## src/rtl/enemy_spawn_scheduler.sv

```systemverilog
// ---------------------------------------------------------------------------
// enemy_spawn_scheduler
//
// Central respawn scheduler for the per-enemy combat instances. It watches the
// alive flags of every enemy slot, counts kills and waves, times how long each
// slot has been dead, and hands out one spawn grant at a time through a
// round-robin arbiter. A spawn corner is picked from the four fixed map
// corners, skipping any corner too close to the player.
//
// Optional build macro: SPAWN_WAVE_SPEEDUP_EN
//   When defined, the respawn threshold shrinks by 4 frames per wave, with a
//   floor of 8 frames. When undefined, the threshold is RESPAWN_FRAMES.
//
// Ports:
//   Clk                        system clock
//   Reset                      asynchronous, active-high reset
//   game_frame_clk_rising_edge one-Clk pulse per game frame
//   Game_Start                 pulse, leaves IDLE (ignored elsewhere)
//   Enemy_Alive[ENEMY_NUM]     alive flag per enemy slot
//   Player_X, Player_Y [9]     player position
//   Spawn_Grant[ENEMY_NUM]     one-hot, one-Clk spawn grant
//   Spawn_X, Spawn_Y [9]       spawn location, valid with grant, then held
//   Wave[4]                    current wave, saturates at 15
//   Kill_Count[8]              total kills, saturates at 255
//   Sched_State[2]             0=IDLE 1=COOLDOWN 2=ARBITRATE 3=GRANT
// ---------------------------------------------------------------------------
module enemy_spawn_scheduler #(
  parameter int ENEMY_NUM      = 4,
  parameter int RESPAWN_FRAMES = 40,
  parameter int MIN_GAP_FRAMES = 6,
  parameter int KILLS_PER_WAVE = 8,
  parameter int SAFE_DIST      = 64
) (
  input  logic                 Clk,
  input  logic                 Reset,
  input  logic                 game_frame_clk_rising_edge,
  input  logic                 Game_Start,
  input  logic [ENEMY_NUM-1:0] Enemy_Alive,
  input  logic [8:0]           Player_X,
  input  logic [8:0]           Player_Y,
  output logic [ENEMY_NUM-1:0] Spawn_Grant,
  output logic [8:0]           Spawn_X,
  output logic [8:0]           Spawn_Y,
  output logic [3:0]           Wave,
  output logic [7:0]           Kill_Count,
  output logic [1:0]           Sched_State
);

  localparam int IDX_W = (ENEMY_NUM > 1) ? $clog2(ENEMY_NUM) : 1;
  localparam logic [7:0]        RESP_8    = 8'(RESPAWN_FRAMES);
  localparam logic [7:0]        MIN_GAP_8 = 8'(MIN_GAP_FRAMES);
  localparam logic [7:0]        KPW_8     = 8'(KILLS_PER_WAVE);
  localparam logic signed [9:0] SAFE_10   = 10'(SAFE_DIST);
  localparam logic [IDX_W-1:0]  LAST_IDX  = IDX_W'(ENEMY_NUM - 1);

  typedef enum logic [1:0] {
    ST_IDLE      = 2'd0,
    ST_COOLDOWN  = 2'd1,
    ST_ARBITRATE = 2'd2,
    ST_GRANT     = 2'd3
  } state_t;

  // Corner coordinates: 0=(16,16) 1=(464,16) 2=(16,432) 3=(464,432)
  function automatic logic [8:0] corner_x(input logic [1:0] c);
    logic [8:0] x;
    case (c)
      2'd0, 2'd2: x = 9'd16;
      2'd1, 2'd3: x = 9'd464;
      default:    x = 9'd16;
    endcase
    return x;
  endfunction

  function automatic logic [8:0] corner_y(input logic [1:0] c);
    logic [8:0] y;
    case (c)
      2'd0, 2'd1: y = 9'd16;
      2'd2, 2'd3: y = 9'd432;
      default:    y = 9'd16;
    endcase
    return y;
  endfunction

  // Differences are taken on zero-extended 10-bit signed operands, so the
  // full 0..511 range never wraps.
  function automatic logic corner_blocked(input logic [8:0] cx, input logic [8:0] cy,
                                          input logic [8:0] px, input logic [8:0] py);
    logic signed [9:0] dx, dy, adx, ady;
    dx  = $signed({1'b0, cx}) - $signed({1'b0, px});
    dy  = $signed({1'b0, cy}) - $signed({1'b0, py});
    adx = dx[9] ? -dx : dx;
    ady = dy[9] ? -dy : dy;
    return (adx < SAFE_10) && (ady < SAFE_10);
  endfunction

  state_t               state_q, state_d;
  logic [7:0]           gap_q, gap_d, gap_inc_s;
  logic [IDX_W-1:0]     rr_q, rr_d, winner_q, winner_d;
  logic [1:0]           corner_ptr_q, corner_ptr_d, corner_q, corner_d;
  logic [ENEMY_NUM-1:0] alive_prev_q, pending_q, pending_d;
  logic [ENEMY_NUM-1:0] grant_q, grant_d;
  logic [8:0]           spawn_x_q, spawn_x_d, spawn_y_q, spawn_y_d;
  logic [7:0]           dead_timer_q [ENEMY_NUM];
  logic [7:0]           dead_timer_d [ENEMY_NUM];
  logic [7:0]           kill_count_q, kill_count_d;
  logic [7:0]           wave_prog_q, wave_prog_d;
  logic [3:0]           wave_q, wave_d;

  logic [ENEMY_NUM-1:0] fall_s, rise_s, elig_s;
  logic [7:0]           kill_inc_s, prog_sum_s, thr_s;
  logic [8:0]           kill_sum_s;
  logic                 granting_s;
  logic                 arb_found_s, corner_found_s;
  logic [IDX_W-1:0]     arb_win_s;
  logic [1:0]           corner_sel_s, cand_s;

  assign fall_s     = alive_prev_q & ~Enemy_Alive;
  assign rise_s     = ~alive_prev_q & Enemy_Alive;
  assign granting_s = (state_q == ST_GRANT);
  assign gap_inc_s  = (gap_q == 8'hFF) ? gap_q : gap_q + 8'd1;

  // Respawn threshold, optionally shortened as waves advance.
  always_comb begin
`ifdef SPAWN_WAVE_SPEEDUP_EN
    logic [7:0] wave_x4_s;
    wave_x4_s = {2'b00, wave_q, 2'b00};
    // Clamp before subtracting so the 8-bit result cannot underflow.
    if ((wave_x4_s + 8'd8) > RESP_8) begin
      thr_s = 8'd8;
    end else begin
      thr_s = RESP_8 - wave_x4_s;
    end
`else
    thr_s = RESP_8;
`endif
  end

  // Kill counting and wave advance from alive-flag falling edges.
  always_comb begin
    kill_inc_s = 8'd0;
    for (int i = 0; i < ENEMY_NUM; i++) begin
      kill_inc_s = kill_inc_s + {7'd0, fall_s[i]};
    end
    kill_sum_s   = {1'b0, kill_count_q} + {1'b0, kill_inc_s};
    kill_count_d = kill_sum_s[8] ? 8'hFF : kill_sum_s[7:0];
    // wave_prog_q holds kills since the last multiple of KILLS_PER_WAVE.
    prog_sum_s = wave_prog_q + kill_inc_s;
    if (prog_sum_s >= KPW_8) begin
      wave_prog_d = prog_sum_s - KPW_8;
      wave_d      = (wave_q == 4'd15) ? wave_q : wave_q + 4'd1;
    end else begin
      wave_prog_d = prog_sum_s;
      wave_d      = wave_q;
    end
  end

  // Per-slot dead timers, pending flags and eligibility.
  always_comb begin
    for (int i = 0; i < ENEMY_NUM; i++) begin
      if (granting_s && (winner_q == IDX_W'(i))) begin
        pending_d[i] = 1'b1;
      end else if (rise_s[i]) begin
        pending_d[i] = 1'b0;
      end else begin
        pending_d[i] = pending_q[i];
      end

      if (Enemy_Alive[i]) begin
        dead_timer_d[i] = 8'd0;
      end else if (granting_s && (winner_q == IDX_W'(i))) begin
        dead_timer_d[i] = 8'd0;
      end else if (game_frame_clk_rising_edge && (dead_timer_q[i] != 8'hFF)) begin
        dead_timer_d[i] = dead_timer_q[i] + 8'd1;
      end else begin
        dead_timer_d[i] = dead_timer_q[i];
      end

      elig_s[i] = ~Enemy_Alive[i] & ~pending_q[i] & (dead_timer_q[i] >= thr_s);
    end
  end

  // Round-robin winner search and first unblocked corner search.
  always_comb begin
    arb_found_s    = 1'b0;
    arb_win_s      = '0;
    corner_found_s = 1'b0;
    corner_sel_s   = 2'd0;
    cand_s         = 2'd0;
    for (int k = 0; k < ENEMY_NUM; k++) begin
      if (!arb_found_s && elig_s[(int'(rr_q) + k) % ENEMY_NUM]) begin
        arb_found_s = 1'b1;
        arb_win_s   = IDX_W'((int'(rr_q) + k) % ENEMY_NUM);
      end else begin
        arb_found_s = arb_found_s;
      end
    end
    for (int k = 0; k < 4; k++) begin
      cand_s = corner_ptr_q + 2'(k);
      if (!corner_found_s &&
          !corner_blocked(corner_x(cand_s), corner_y(cand_s), Player_X, Player_Y)) begin
        corner_found_s = 1'b1;
        corner_sel_s   = cand_s;
      end else begin
        corner_found_s = corner_found_s;
      end
    end
  end

  // Scheduler FSM next-state and registered-output preparation.
  always_comb begin
    state_d      = state_q;
    gap_d        = gap_q;
    rr_d         = rr_q;
    winner_d     = winner_q;
    corner_ptr_d = corner_ptr_q;
    corner_d     = corner_q;
    spawn_x_d    = spawn_x_q;
    spawn_y_d    = spawn_y_q;
    grant_d      = '0;
    case (state_q)
      ST_IDLE: begin
        if (Game_Start) begin
          state_d = ST_COOLDOWN;
          gap_d   = 8'd0;
        end else begin
          state_d = ST_IDLE;
        end
      end
      ST_COOLDOWN: begin
        // The frame pulse that brings the gap up to MIN_GAP_FRAMES triggers
        // arbitration, so grants land exactly MIN_GAP_FRAMES frames apart.
        if (game_frame_clk_rising_edge) begin
          gap_d = gap_inc_s;
          if (gap_inc_s >= MIN_GAP_8) begin
            state_d = ST_ARBITRATE;
          end else begin
            state_d = ST_COOLDOWN;
          end
        end else begin
          state_d = ST_COOLDOWN;
        end
      end
      ST_ARBITRATE: begin
        if (arb_found_s && corner_found_s) begin
          state_d   = ST_GRANT;
          winner_d  = arb_win_s;
          corner_d  = corner_sel_s;
          spawn_x_d = corner_x(corner_sel_s);
          spawn_y_d = corner_y(corner_sel_s);
          grant_d   = {{(ENEMY_NUM-1){1'b0}}, 1'b1} << arb_win_s;
        end else begin
          // Gap is kept, so the next frame pulse retries immediately.
          state_d = ST_COOLDOWN;
        end
      end
      ST_GRANT: begin
        state_d      = ST_COOLDOWN;
        gap_d        = 8'd0;
        rr_d         = (winner_q == LAST_IDX) ? '0 : winner_q + 1'b1;
        corner_ptr_d = corner_q + 2'd1;
      end
      default: begin
        state_d = ST_IDLE;
      end
    endcase
  end

  // State and datapath registers with asynchronous clear.
  always_ff @(posedge Clk or posedge Reset) begin
    if (Reset) begin
      state_q      <= ST_IDLE;
      gap_q        <= 8'd0;
      rr_q         <= '0;
      winner_q     <= '0;
      corner_ptr_q <= 2'd0;
      corner_q     <= 2'd0;
      alive_prev_q <= '0;
      pending_q    <= '0;
      grant_q      <= '0;
      spawn_x_q    <= 9'd0;
      spawn_y_q    <= 9'd0;
      kill_count_q <= 8'd0;
      wave_prog_q  <= 8'd0;
      wave_q       <= 4'd0;
      for (int i = 0; i < ENEMY_NUM; i++) begin
        dead_timer_q[i] <= 8'd0;
      end
    end else begin
      state_q      <= state_d;
      gap_q        <= gap_d;
      rr_q         <= rr_d;
      winner_q     <= winner_d;
      corner_ptr_q <= corner_ptr_d;
      corner_q     <= corner_d;
      alive_prev_q <= Enemy_Alive;
      pending_q    <= pending_d;
      grant_q      <= grant_d;
      spawn_x_q    <= spawn_x_d;
      spawn_y_q    <= spawn_y_d;
      kill_count_q <= kill_count_d;
      wave_prog_q  <= wave_prog_d;
      wave_q       <= wave_d;
      dead_timer_q <= dead_timer_d;
    end
  end

  assign Spawn_Grant = grant_q;
  assign Spawn_X     = spawn_x_q;
  assign Spawn_Y     = spawn_y_q;
  assign Wave        = wave_q;
  assign Kill_Count  = kill_count_q;
  assign Sched_State = state_q;

endmodule
```

## config.mk

```make
export PLATFORM = sky130hd
export DESIGN_NAME = enemy_spawn_scheduler
export DESIGN_NICKNAME = d
export VERILOG_FILES = /design/src/rtl/enemy_spawn_scheduler.sv
export SDC_FILE = /design/constraint.sdc
export NUM_CORES = 1
export LEC_CHECK = 0
export CORE_MARGIN = 2
export CORE_UTILIZATION = 32
export CTS_CLUSTER_DIAMETER = 120
export DETAILED_ROUTE_END_ITERATION = 6
export DONT_BUFFER_PORTS = 1
export PLACE_DENSITY_LB_ADDON = 0.3
export SYNTH_ARGS = -nofsm -noshare
export SYNTH_HDL_FRONTEND = slang
export SYNTH_SLANG_ARGS = --single-unit
```

## constraint.sdc

```tcl
create_clock -name Clk -period 3.7 [get_ports Clk]
set_input_delay 0.185 -clock Clk [delete_from_list [all_inputs] [get_ports Clk]]
set_output_delay 0.185 -clock Clk [all_outputs]
set_load 0.01 [all_outputs]
```

Yosys cells after proc, flatten, opt, wreduce, memory -nomap -nowiden

Cells that the tools add are included.

Div/mod/pow operators: 0
Shift-type cells: 1
Magnitude comparators: 18
Reduce and logical (&&, ||, !) cells: 69
$add $sub $neg: 36
Equal/unequal tests: 29
Multiply operators: 0
Bitwise logic cells: 24
Mux-type cells: 79

Operators by type and width:

| kind                                                                                | number |
|---|---|
| 9-bit one-hot mux with 2 select lines                                               | 10 |
| 8-bit 2-to-1 mux                                                                    | 17 |
| 10-bit by 8-bit less-than comparator with 1-bit output, second input constant       | 8 |
| 10-bit 2-to-1 mux                                                                   | 8 |
| 10-bit negation                                                                     | 8 |
| 9-bit by 9-bit subtractor with 10-bit output                                        | 8 |
| 2-bit OR reduction                                                                  | 23 |
| 8-bit by 1-bit adder with 8-bit output, second input constant                       | 5 |
| 8-bit by 6-bit greater-or-equal comparator with 1-bit output, second input constant | 4 |
| 8-bit != test, second input constant                                                | 4 |
| 2-bit equality test, second input constant                                          | 14 |
| 1-bit 2-to-1 mux                                                                    | 24 |
| 2-bit 2-to-1 mux                                                                    | 12 |
| 8-bit one-hot mux with 3 select lines                                               | 1 |
| 1-bit logical AND                                                                   | 19 |
| 3-bit nonzero test                                                                  | 5 |
| 2-bit by 1-bit equality test with 1-bit output, second input constant               | 7 |
| 2-bit logical NOT                                                                   | 7 |
| 3-bit by 4-bit less-than comparator with 1-bit output, second input constant        | 3 |
| 8-bit by 4-bit adder with 9-bit output                                              | 1 |
| 1-bit inverter                                                                      | 9 |
| 2-bit by 1-bit adder with 2-bit output, second input constant                       | 4 |
| 2-bit adder, second input constant                                                  | 4 |
| 8-bit by 4-bit adder with 8-bit output                                              | 1 |
| 23 further kinds                                                                    | 50 |

ROM bits: 0
Output and inout port bits: 36
Latch bits: 0
Memories: 0
Memory bits (writable): 0
Flip-flop bits (word level): 100
Input bits: 26

Logic depth before layout (Yosys ltp)

Depth after elaboration: 21
Depth in mapped cells: 14

Worst setup path before layout

OpenSTA, ideal clock, no wires.

Kind: register to register
Start: reg corner_ptr_q[1]
End: reg spawn_x_q[7] (netlist: Spawn_X[7])
Path buffers: 0
Cell stages (with the launch flop): 13
Arrival time: 3.251 ns
Setup slack: 0.325 ns
Required time: 3.575 ns
Path through: dfrtp_1 > inv_1 > ha_1 > or2_2 > ha_1 > nor2b_1 > a21oi_1 > xor2_1 > or4b_1 > o2bb2ai_1 > and4_1 > a31o_4 > mux2_2

Word-level cells in the longest chain between the ends: 21
Elaborated cells on any way between the ends: 104
Classes of those cells: add/sub: 19; order compare: 8; eq/ne: 15; mux: 25; reduce/logical: 37

RTL lines:

| item                                                                   | line   | RTL |
|---|---|---|
| from (decl)                                                            | 99     | `logic [1:0] corner_ptr_q, corner_ptr_d, corner_q, corner_d;` |
| from (signal assigned)                                                 | 293    | `corner_ptr_q <= corner_ptr_d;` |
| 2-bit by 1-bit adder with 2-bit output                                 | 198    | `cand_s = corner_ptr_q + 2'(k);` |
| 2-bit equality test (tied with other cells)                            | 66, 76 |  |
| 2-bit OR reduction, on equally long branches                           | 66, 76 |  |
| 9-bit one-hot mux with 2 select lines, on equally long branches        | 66, 76 |  |
| 9-bit by 9-bit subtractor with 10-bit output, on equally long branches | 89, 90 |  |
| 10-bit negation, on equally long branches                              | 91, 92 |  |
| 10-bit 2-to-1 mux, on equally long branches                            | 91, 92 |  |
| 10-bit by 8-bit less-than comparator with 1-bit output                 | 93     | `return (adx < SAFE_10) && (ady < SAFE_10);` |
| [... 5 more ...]                                                       | -      |  |
| 1-bit logical AND                                                      | 199    | `if (!corner_found_s &&` |
| 1-bit 2-to-1 mux                                                       | 199    |  |
| 1-bit logical NOT                                                      | 199    |  |
| 1-bit logical AND                                                      | 199    |  |
| 2-bit 2-to-1 mux                                                       | 199    |  |
| 2-bit equality test (tied with other cells)                            | 66     | `case (c)` |
| 2-bit OR reduction                                                     | 66     |  |
| 9-bit one-hot mux with 2 select lines                                  | 66     |  |
| to (signal assigned)                                                   | 298    | `spawn_x_q <= spawn_x_d;` |
| to (decl)                                                              | 102    | `logic [8:0] spawn_x_q, spawn_x_d, spawn_y_q, spawn_y_d;` |

Several ways; a longest one is shown, not always the timed one. The select of a mux whose other input is x is not followed.
A chain may end at the register's enable or synchronous reset.

Final worst setup path

Start: reg corner_ptr_q[0]
End: reg spawn_x_q[7] (netlist: Spawn_X[7])

Same word-level chain as after synthesis.

==> flow_summary.json <==
{
  "clk_pin_slew_ns": 0.06,
  "status": "completed",
  "port_buffers": 0,
  "finalMaxSlewViolations": 0,
  "start_kind": "flip-flop",
  "slowest_delay_ns": 0.39,
  "clkPwrFrac": 0.247,
  "synth-edff-count": 0,
  "gp_congestion": 0.791,
  "drt.antenna.violating_nets": 0,
  "antenna_found_initial": 0,
  "finalHoldViolations": 0,
  "worstMarginPinSlew_ns": 0.711,
  "p_comb_frac": 0.434,
  "critical_path_class": "flip-flop to flip-flop",
  "synthArstFlopShare": 1.00,
  "seq_area_frac_synth": 0.334,
  "crit_fanout": 6,
  "wirelength_um": 14000,
  "dieWidth_um": 144,
  "drv_cap": 0,
  "peakVddDrop_mv": 0.562,
  "holdWs_ns": 0.0356,
  "antenna_cells": 0,
  "crit_arrival_ns": 3.73,
  "period_needed_ns": 3.50,
  "seqPwrFrac": 0.318,
  "swShare": 0.372,
  "die-area_mm2": 0.0208,
  "hpwl_um": 10300,
  "cts_tree": "done",
  "grt_util_all_layers": 0.138,
  "finClkSkew_ns": 0.00405,
  "final_cell_mix": "84 x dfrtp_1, 74 x nor2_1, 52 x nand2_1",
  "setup-tns-final_ns": 0,
  "coreArea_mm2": 0.0194,
  "cts_buffers": 9,
  "clk_path_buf_depth": 2,
  "clock_sinks": 84,
  "fin_area_mm2": 0.00707,
  "gr-total-overflow": 0,
  "setup_violations": 0,
  "start_util": 0.325,
  "synth_cell_types": 76,
  "crit_slowest_cell": "dfrtp_1",
  "intPower_uw": 2590,
  "avgViaCountPerCell": 5.03,
  "dominantRegCellSynth": "dfrtp_1",
  "grt_pass1_vias": 4779,
  "relSlewSlack": 0.521,
  "layout-drive-gt1-share": 0.0913,
  "synth_seq_cells": 84,
  "p_total_uw": 4120,
  "cp_cell_sequence": "inv_1 > ha_1 > or2_2 > ha_2 > nor2b_1 > a221o_1 > a31oi_2 > xnor2_1 > a311o_1 > and4_2 > buf_4 > buf_4 > nand2_1 > o22ai_1 > mux2_2",
  "grt_max_degree": 32,
  "dr.pass1.iters": 4,
  "netlist_area_mm2": 0.00630,
  "cts_root_buffer": "clkbuf_16",
  "p_switching_uw": 1530,
  "syn-instance-count": 716,
  "syn_area_per_cell_um2": 8.80,
  "clock_latency_ns": 0.34,
  "synth_warnings": 0,
  "min_path_type": "primary input to flip-flop",
  "power_leakage_uw": 0.00301,
  "endpoint_kind": "flip-flop",
  "fp.dieH_um": 144,
  "place_area_mm2": 0.00657,
  "syn_to_final_growth_pct": 12.2,
  "fmax_mhz": 286,
  "drtIter0Drc": 212,
  "finalNetCount": 806,
  "rows": 51,
  "cp_common_cell": "buf_4",
  "io_pins": 62,
  "post-route-period-util": 0.946,
  "htreeDepth": 3,
  "wl_per_cell_um": 14.0,
  "drc": 0,
  "power.density_mw_per_mm2": 582,
  "worst_ep_required_time_ns": 3.93,
  "vias": 5021,
  "grt_pass1_wl_um": 23300,
  "final_common_cell": "dfrtp_1"
}
through the flow:
stage | util | worst slack [ns] | std cells
after CTS | 0.359 | 0.00717 | 994
after detailed placement | 0.338 | 0.0371 | 972
after global routing | 0.364 | -0.00948 | 999
final | 0.364 | 0.201 | 999
after floorplan | - | 0.325 | 725
after global placement | 0.338 | 0.112 | 972
critical path, delay by kind of cell (launching register included):
kind                       cells  cell delay (ns)
AOI/OAI and AO/OA              4             0.93
xor gates and xnor gates       1             0.11
adders and majority gates      2             0.52
buffers and inverters          3             0.38
DFF                            1             0.39
muxes                          1             0.26
and+or+nand+nor                4             0.79
layer usage:
| layer | routed length (um) | part of all wire | vias up | track usage |
|---|---|---|---|---|
| li1 | - | - | 2562 | - |
| met1 | 6910 | 0.49 | 2374 | 0.191 |
| met2 | 6450 | 0.46 | 73 | 0.220 |
| met3 | 496 | 0.036 | 12 | 0.0321 |
| met4 | 117 | 0.0084 | 0 | 0.0291 |
| met5 | 0 | 0 | - | 0 |
layout make-up:
| type | instances | area [um^2] |
|---|---|---|
| well taps | 265 | 332 |
| multi-input cells | 563 | 3940 |
| inverters | 49 | 185 |
| clock inverters | 5 | 100 |
| fillers | 2017 | 12300 |
| clock buffers | 11 | 233 |
| repair buffers | 22 | 180 |
| flip-flops and latches | 84 | 2100 |
path summary, 6_finish.rpt:
| path | startpoint | endpoint | slack, ns | cells past startpoint |
|---|---|---|---|---|
| hold reg to reg | wave_prog_q[0] | wave_prog_q[0] | 0.48 | 1 |
| min in group asynchronous | Reset | dead_timer_q[11] | 0.34 | 2 |
| hold / removal | Enemy_Alive[1] | pending_q[1] | 0.04 | 2 |
| setup / recovery | corner_ptr_q[0] | Spawn_X[7] | 0.20 | 15 |
| setup reg to reg | corner_ptr_q[0] | Spawn_X[7] | 0.20 | 15 |
| max in group asynchronous | Reset | Wave[3] | 2.56 | 3 |
synthesized netlist by cell type (4+ instances only):
cell type	instances	area, um^2
dfrtp_1	84	2100
nor2_1	74	278
nand2_1	52	195
inv_1	49	184
ha_1	48	601
a21oi_1	43	215
o21ai_0	31	155
xor2_1	28	245
xnor2_1	26	228
nand3_1	24	120
nor2b_1	20	125
buf_4	17	128
nand2b_1	15	93.8
or3_1	14	87.6
nor3_1	13	65.1
nand4_1	12	75.1
clkbuf_1	9	33.8
or2_2	8	50.1
a21o_1	7	52.6
a31oi_1	7	43.8
and2_1	7	43.8
o211ai_1	7	52.6
o21a_1	7	52.6
and3_1	6	37.5
a22o_1	5	43.8
mux2_2	5	56.3
mux2i_1	5	50.1
nor3b_1	5	37.5
o22ai_1	5	31.3
a211oi_1	4	30.0
a311o_1	4	40.0
a311oi_1	4	35.0
o31ai_1	4	30.0
logic make-up after synthesis:
group | after synthesis | share of synthesized area
mux | 10 | 0.0169
compound gates | 170 | 0.193
xor+xnor | 54 | 0.0751
fa+ha+maj | 51 | 0.105
flops | 84 | 0.334
other cells | 1 | 0.000595
buf+inv | 78 | 0.0582
simple gates | 268 | 0.218
sequential cells by signal, summed over array words and instances (netlist names):
register,flops
Kill_Count,8
Sched_State,2
Spawn_Grant,4
Spawn_X,2
Spawn_Y,1
Wave,4
alive_prev_q,4
corner_ptr_q,2
corner_q,1
dead_timer_q,32
gap_q,8
pending_q,4
rr_q,2
wave_prog_q,8
winner_q,2
power by group through the flow:
stage / registers [uW] / logic (uW) / clock network [uW]
after floorplan: 1280 / 1420 / 0
after global placement: 1330 / 1700 / 0
after detailed placement: 1330 / 1720 / 0
after CTS: 1320 / 1730 / 1050
after global routing: 1350 / 2030 / 1080
final: 1310 / 1790 / 1020
timing repair:
item                                    4_1_cts  5_1_grt
hold endpoints to repair                     34        0
hold buffers                                  6        0
buffers inserted                              0        5
endpoints found under the setup margin        1        9
resized for setup                             1       12
pin swaps                                     0        6
(Power assumes the default switching activity.)
